--- src/rtl/resistors_readback_encoder.sv ---
`default_nettype none
// +----------------------------------------------------------------------------+
// | Module  : resistors_readback_encoder                                       |
// | Desc    : Re-encodes the serial R_ctr readback word to the 4-bit r_prog    |
// |           code, confirms it over CONFIRM_N frames, flags errors/timeouts.  |
// | Revision: 1.0  initial release                                             |
// +----------------------------------------------------------------------------+
module resistors_readback_encoder #(
  parameter int CONFIRM_N = 2,
  parameter int TIMEOUT   = 64
) (
  input  logic       clk,
  input  logic       rst_n,
  input  logic       frame_start,
  input  logic       bit_vld,
  input  logic       bit_in,
  output logic [3:0] r_prog,
  output logic       r_prog_vld,
  output logic       upd,
  output logic       code_err,
  output logic       tmo_err,
  output logic       busy
);

  localparam int GW = $clog2(TIMEOUT + 1);
  localparam int MW = $clog2(CONFIRM_N + 1);
  localparam logic [GW-1:0] GAP_LAST   = GW'(TIMEOUT - 1);
  localparam logic [GW-1:0] GAP_MAX    = {GW{1'b1}};
  localparam logic [MW-1:0] MATCH_FULL = MW'(CONFIRM_N);

  typedef enum logic [1:0] {
    IDLE  = 2'd0,
    SHIFT = 2'd1,
    CHECK = 2'd2
  } state_t;

  state_t          r_state, w_state_nxt;
  logic [7:0]      r_shreg, w_shreg_nxt;
  logic [3:0]      r_bit_cnt, w_bit_cnt_nxt;
  logic [GW-1:0]   r_gap, w_gap_nxt;
  logic            w_tmo;
  logic [3:0]      r_cand, w_cand_nxt;
  logic [MW-1:0]   r_match, w_match_nxt;
  logic [2:0]      w_hi, w_lo;
  logic            w_legal, w_load;
  logic [3:0]      w_code;

  // Returns {legal, value} for one R_ctr nibble.
  function automatic logic [2:0] dec_nib(input logic [3:0] n);
    case (n)
      4'b1110: dec_nib = 3'b100;
      4'b0101: dec_nib = 3'b101;
      4'b1101: dec_nib = 3'b110;
      4'b1011: dec_nib = 3'b111;
      default: dec_nib = 3'b000;
    endcase
  endfunction

  always_comb begin
    w_state_nxt   = r_state;
    w_shreg_nxt   = r_shreg;
    w_bit_cnt_nxt = r_bit_cnt;
    w_gap_nxt     = r_gap;
    w_tmo         = 1'b0;
    case (r_state)
      SHIFT: begin
        if (bit_vld) begin
          w_shreg_nxt   = {r_shreg[6:0], bit_in};
          w_bit_cnt_nxt = r_bit_cnt + 4'd1;
          w_gap_nxt     = '0;
          if (r_bit_cnt == 4'd7) w_state_nxt = CHECK;
        end else if (r_gap == GAP_LAST) begin
          w_tmo       = 1'b1;
          w_gap_nxt   = '0;
          w_state_nxt = IDLE;
        end else if (r_gap != GAP_MAX) begin
          w_gap_nxt = r_gap + GW'(1);
        end
      end
      CHECK:   w_state_nxt = IDLE;
      default: w_state_nxt = r_state;
    endcase
    // A new frame overrides everything, including a pending timeout.
    if (frame_start) begin
      w_state_nxt   = SHIFT;
      w_gap_nxt     = '0;
      w_tmo         = 1'b0;
      w_bit_cnt_nxt = bit_vld ? 4'd1 : 4'd0;
      if (bit_vld) w_shreg_nxt = {r_shreg[6:0], bit_in};
    end
  end

  always_comb begin
    w_hi    = dec_nib(r_shreg[7:4]);
    w_lo    = dec_nib(r_shreg[3:0]);
    w_legal = w_hi[2] & w_lo[2];
    w_code  = {w_lo[1:0], w_hi[1:0]};
    if (w_code == r_cand) begin
      w_cand_nxt  = r_cand;
      w_match_nxt = (r_match == MATCH_FULL) ? r_match : r_match + MW'(1);
    end else begin
      w_cand_nxt  = w_code;
      w_match_nxt = MW'(1);
    end
    w_load = (w_match_nxt == MATCH_FULL) && (!r_prog_vld || (w_code != r_prog));
  end

  always_ff @(posedge clk) begin
    if (!rst_n) begin
      r_state    <= IDLE;
      r_shreg    <= '0;
      r_bit_cnt  <= '0;
      r_gap      <= '0;
      r_cand     <= '0;
      r_match    <= '0;
      r_prog     <= '0;
      r_prog_vld <= 1'b0;
      upd        <= 1'b0;
      code_err   <= 1'b0;
      tmo_err    <= 1'b0;
      busy       <= 1'b0;
    end else begin
      r_state   <= w_state_nxt;
      r_shreg   <= w_shreg_nxt;
      r_bit_cnt <= w_bit_cnt_nxt;
      r_gap     <= w_gap_nxt;
      busy      <= (w_state_nxt != IDLE);
      upd       <= 1'b0;
      code_err  <= 1'b0;
      tmo_err   <= w_tmo;
      if (w_tmo) r_match <= '0;
      if (r_state == CHECK) begin
        if (!w_legal) begin
          code_err <= 1'b1;
          r_match  <= '0;
        end else begin
          r_cand  <= w_cand_nxt;
          r_match <= w_match_nxt;
          if (w_load) begin
            r_prog     <= w_code;
            r_prog_vld <= 1'b1;
            upd        <= 1'b1;
          end
        end
      end
    end
  end

endmodule
`default_nettype wire

--- config.mk ---
export PLATFORM = sky130hd
export DESIGN_NAME = resistors_readback_encoder
export DESIGN_NICKNAME = d
export VERILOG_FILES = /design/src/rtl/resistors_readback_encoder.sv
export SDC_FILE = /design/constraint.sdc
export NUM_CORES = 1
export LEC_CHECK = 0
export CAP_MARGIN = 20
export CORE_MARGIN = 2
export CORE_UTILIZATION = 57
export DETAILED_ROUTE_END_ITERATION = 7
export PLACE_DENSITY = 0.78
export SETUP_SLACK_MARGIN = 0.02
export SLEW_MARGIN = 25
export SYNTH_ARGS = -nofsm -noshare
export SYNTH_HDL_FRONTEND = slang
export SYNTH_SLANG_ARGS = --single-unit
--- constraint.sdc ---
create_clock -name clk -period 2.5 [get_ports clk]
set_clock_uncertainty 0.2 [all_clocks]
set_input_delay 0.25 -clock clk [delete_from_list [all_inputs] [get_ports clk]]
set_output_delay 0.25 -clock clk [all_outputs]
set_load 0.02 [all_outputs]
---- Word-level counts from Yosys, hierarchy flattened ----
Cells that the tools add are included.
word-level totals
  register bits after elaboration ......... 36
  input bits .............................. 5
  output and inout bits ................... 9
  logic and storage cells ................. 79
operators by class
  add/sub/neg operators ................... 3
  equality and inequality tests ........... 17
  mux-type cells .......................... 29
  bitwise logic cells ..................... 3
  reductions and logical operators ........ 15
operator list
  operator                                                               count
  8-bit 2-to-1 mux                                                       4
  4-bit equality test, second input constant                             6
  3-bit case mux with 4 select lines                                     2
  7-bit 2-to-1 mux                                                       3
  2-bit 2-to-1 mux                                                       9
  4-bit by 3-bit equality test with 1-bit output, second input constant  3
  4-bit 2-to-1 mux                                                       3
  3-bit AND reduction                                                    3
  2-bit nonzero test                                                     4
  7-bit by 1-bit adder with 7-bit output, second input constant          1
  7-bit by 6-bit equality test with 1-bit output, second input constant  1
  1-bit 2-to-1 mux                                                       7
  7-bit != test, second input constant                                   1
  2-bit equality test, second input constant                             3
  2-bit AND reduction                                                    3
  4-bit by 1-bit adder with 4-bit output, second input constant          1
  4-bit equality test                                                    1
  4-bit != test                                                          1
  2-bit case mux with 2 select lines                                     1
  3-bit nonzero test                                                     1
  2-bit by 1-bit adder with 2-bit output, second input constant          1
  2-bit by 1-bit equality test with 1-bit output, second input constant  1
  1-bit inverter                                                         2
  2-bit OR reduction                                                     1
  other kinds (4)                                                        4

---- Longest topological paths before layout ----
  depth after elaboration ................. 7
  gate-level depth with buffers ........... 8
  gate-level depth less buffers ........... 7

---- Worst setup path after synthesis ----
Ideal clock, no wire load.
  path kind ............................... flip-flop to flip-flop
  start point ............................. register with a tool-made name
  end point ............................... register r_prog[0]
  setup time .............................. 132 ps
  data arrival time ....................... 1831 ps
  required time ........................... 2168 ps
  setup slack ............................. 337 ps
  stages on the path, launching flop included .. 8
  path buffers ............................ 1
  period minus slack after synthesis ...... 2163 ps
  cell sequence ........................... dfxtp_1 -> buf_4 -> and3b_2 -> o21ai_0 -> a2111o_1 -> or4_4 -> o21ai_0 -> a21oi_1
RTL lines
  element                 line  source
  end signal: assignment  140   r_prog <= w_code;
  end: declaration        17    output logic [3:0] r_prog,

==> run_results.csv <==
group,metric,value,unit
run_status,status,"completed",
timing,report.final.setup_viol,0,
min_path,min_path_type,"flop to flop",
timing,fin_crit,2.381,ns
global_routing,grt_pass1_vias,1365,
logic_synthesis,synth-simple-area-share,23.80,%
power_and_ir_drop,comb_power_share,6.7,%
logic_synthesis,synth_compound_area_share,14.48,%
cells_and_area,final_cell_mix,"dfxtp_1, nor2_1, inv_1",
routing,antenna_left,0,
timing,relSlewSlack,67.57,%
clock_network,cts_setup_buffers,0,
cells_and_area,multi_input_area,950.9,um2
clock_network,cts_tree,"yes",
floorplan,core,2978,um2
power_and_ir_drop,p_leak,0.0007969,uW
logic_synthesis,synthFlopType,"dfxtp_1",
logic_synthesis,yosysTopAreaCellShare,41.29,%
logic_synthesis,syn_area,1745,um2
clock_network,cts_sinks,36,
logic_synthesis,syn_inst,203,
global_routing,grt_overflow_total,0,
placed_design,gp_congestion,0.8330,
critical_path,critPathRequiredTime,2.54,ns
timing,grt_setup_unrepaired,"false",
floorplan,design.die.area,3521,um2
routing,wl_per_cell,13.64,um
clock_network,clockBufferDepth,2,
floorplan,ios,14,
logic_synthesis,synth.avg_cell_area,8.598,um2
logic_synthesis,synthAdderAreaFrac,3.584,%
power_and_ir_drop,switchingPower,235.3,uW
routing,drtPass1Iterations,5,
power_and_ir_drop,pwr-share-clk,33.5,%
timing,fmax,420.0,MHz
cells_and_area,regArea,724.4,um2
power_and_ir_drop,switching_share,23.99,%
global_routing,grt.total_usage,21.95,%
min_path,hold_start,"r_bit_cnt[1]",
cells_and_area,finalNetCount,233,
logic_synthesis,synth_seq_area_share,41.29,%
global_routing,grt_first_pass_wirelength,5768,um
routing,vias,1485,
timing,worst-slew-pin-transition,0.4824,ns
power_and_ir_drop,p_int,745.6,uW
critical_path,arrival,2.42,ns
global_routing,grt_max_degree,23,
clock_network,numCtsBuffers,5,
timing,slew_violations,0,
cells_and_area,antenna_cells,0,
clock_network,clk_latency,0.35,ns
timing,period_share,95.25,%
logic_synthesis,yosys_register_bits,36,
critical_path,critical_path.endpoint_type,"flop",
clock_network,root_buffer,"clkbuf_4",
job,maxCapViolCount,0,
logic_synthesis,synth_edf_count,0,
logic_synthesis,synth.largest_area_cell,"dfxtp_1",
floorplan,fp-row-count,20,
cells_and_area,syn_to_final_growth,14.55,%
cells_and_area,n_fill_cell,254,
logic_synthesis,ys_async_sr_fraction,0,%
critical_path,start_kind,"flop",
clock_network,path_clk_slew,0.11,ns
floorplan,die_h,59.34,um
critical_path,worst-path-max-fanout,7,
power_and_ir_drop,p_seq_share,59.7,%
routing,vias_per_cell,5.778,
routing,wirelength,3506,um
routing,first_iter_violations,68,
placed_design,port_buffers,13,
timing,totalNegativeSetupSlack,0,ns
routing,drc,0,
clock_network,cts_htree_levels,2,
cells_and_area,drive_above_1_share,9.821,%
timing,fin_hold_ws,0.2986,ns
power_and_ir_drop,ir_drop,299.9,uV
logic_synthesis,ys_top_cells_by_area,"dfxtp_1, nor2_1, mux2i_1, a21oi_1, ha_1",
global_routing,antenna_found_initial,0,
logic_synthesis,synth_nets,213,
floorplan,die_w,59.34,um
power_and_ir_drop,power_density,490.6,nW/um2
logic_synthesis,synth_cell_types,41,
logic_synthesis,synth_top_family_by_area,"simple AND/OR/NAND/NOR gates",
critical_path,worstSetupPathType,"flop to flop",
timing,hold_violations,0,
cells_and_area,final_common_cell,"dfxtp_1",
placed_design,dp_hpwl,2541,um
logic_synthesis,yosysWarnings,0,
logic_synthesis,synth_xor_area_share,6.022,%
floorplan,start_util,58.61,%
logic_synthesis,synthMuxAreaShare,6.308,%
## timing repair
action / in CTS / in global routing
resized for setup: 0 / 4
hold buffers: 0 / 0
setup endpoints to repair: 0 / 1
## synth_stat cells, drive strengths merged (4+ instances only)
cell type,n
nor2,30
xor2,6
inv,15
xnor2,6
a21oi,14
dfxtp,36
nand4b,4
nand2,11
nand3,9
o21ai,10
clkbuf,4
ha,5
mux2i,11
nor3,4
## routing by layer
layer / vias to the layer above / track usage (%) / part of all wire [%]
met1: 695 / 25.48 / 44
met2: 34 / 37.05 / 50
met4: 0 / 10.71 / 1.7
li1: 750 / - / -
met3: 6 / 5.895 / 4.3
met5: - / 0 / 0
## worst max-delay path, stage by stage, from the launching register on
cell and delay [ns]:
dfxtp_1 0.48, nand4b_1 0.18, and3_1 0.20, a2111o_1 0.41, or4_4 0.45, o21ai_0 0.22, a21oi_1 0.12
## power by group through the flow
stage | combinational [uW] | sequential (uW) | clock [uW]
3_5_place_dp | 64.9 | 599 | 0
2_1_floorplan | 41.8 | 599 | 0
5_1_grt | 73.1 | 587 | 366
3_3_place_gp | 63.3 | 599 | 0
6_report | 66.1 | 586 | 329
4_1_cts | 65.4 | 586 | 344
## kinds of logic after synthesis
logic type | count (synthesis)
buffers and inverters | 20
adder cells (fa/ha/maj) | 5
AND/OR/NAND/NOR | 80
AO/OA/AOI/OAI | 39
multiplexers | 11
flip-flops | 36
XOR/XNOR | 12
## through the flow
| stage | util, % | cell area (um2) | power (uW) | cells | worst slack (ns) |
|---|---|---|---|---|---|
| 6_report | 67.14 | 1999 | 980.9 | 257 | 0.1189 |
| 3_5_place_dp | 64.87 | 1932 | 664.1 | 249 | 0.09513 |
| 2_1_floorplan | - | 1745 | 640.7 | 203 | 0.3370 |
| 3_3_place_gp | 64.87 | 1932 | 661.9 | 249 | 0.2539 |
| 5_1_grt | 67.14 | 1999 | 1027 | 257 | 0.02472 |
| 4_1_cts | 66.85 | 1991 | 995.6 | 257 | 0.08512 |
## final timing paths
path / end / slack [ns] / cells past startpoint
worst max-delay path: r_prog[2] / 0.12 / 6
worst min-delay path: r_bit_cnt[1] / 0.30 / 2
worst max register to register: r_prog[2] / 0.12 / 6
worst min register to register: r_bit_cnt[1] / 0.30 / 2
## area by class of cell
class                           instances  share of cell area, %
Timing Repair Buffer                   18                  8.385
Inverter                               15                  2.816
Tap cell                               33                  2.065
Clock buffer                            8                  2.941
Sequential cell                        36                  36.23
Multi-Input combinational cell        147                  47.56
(Power assumes the default switching activity.)
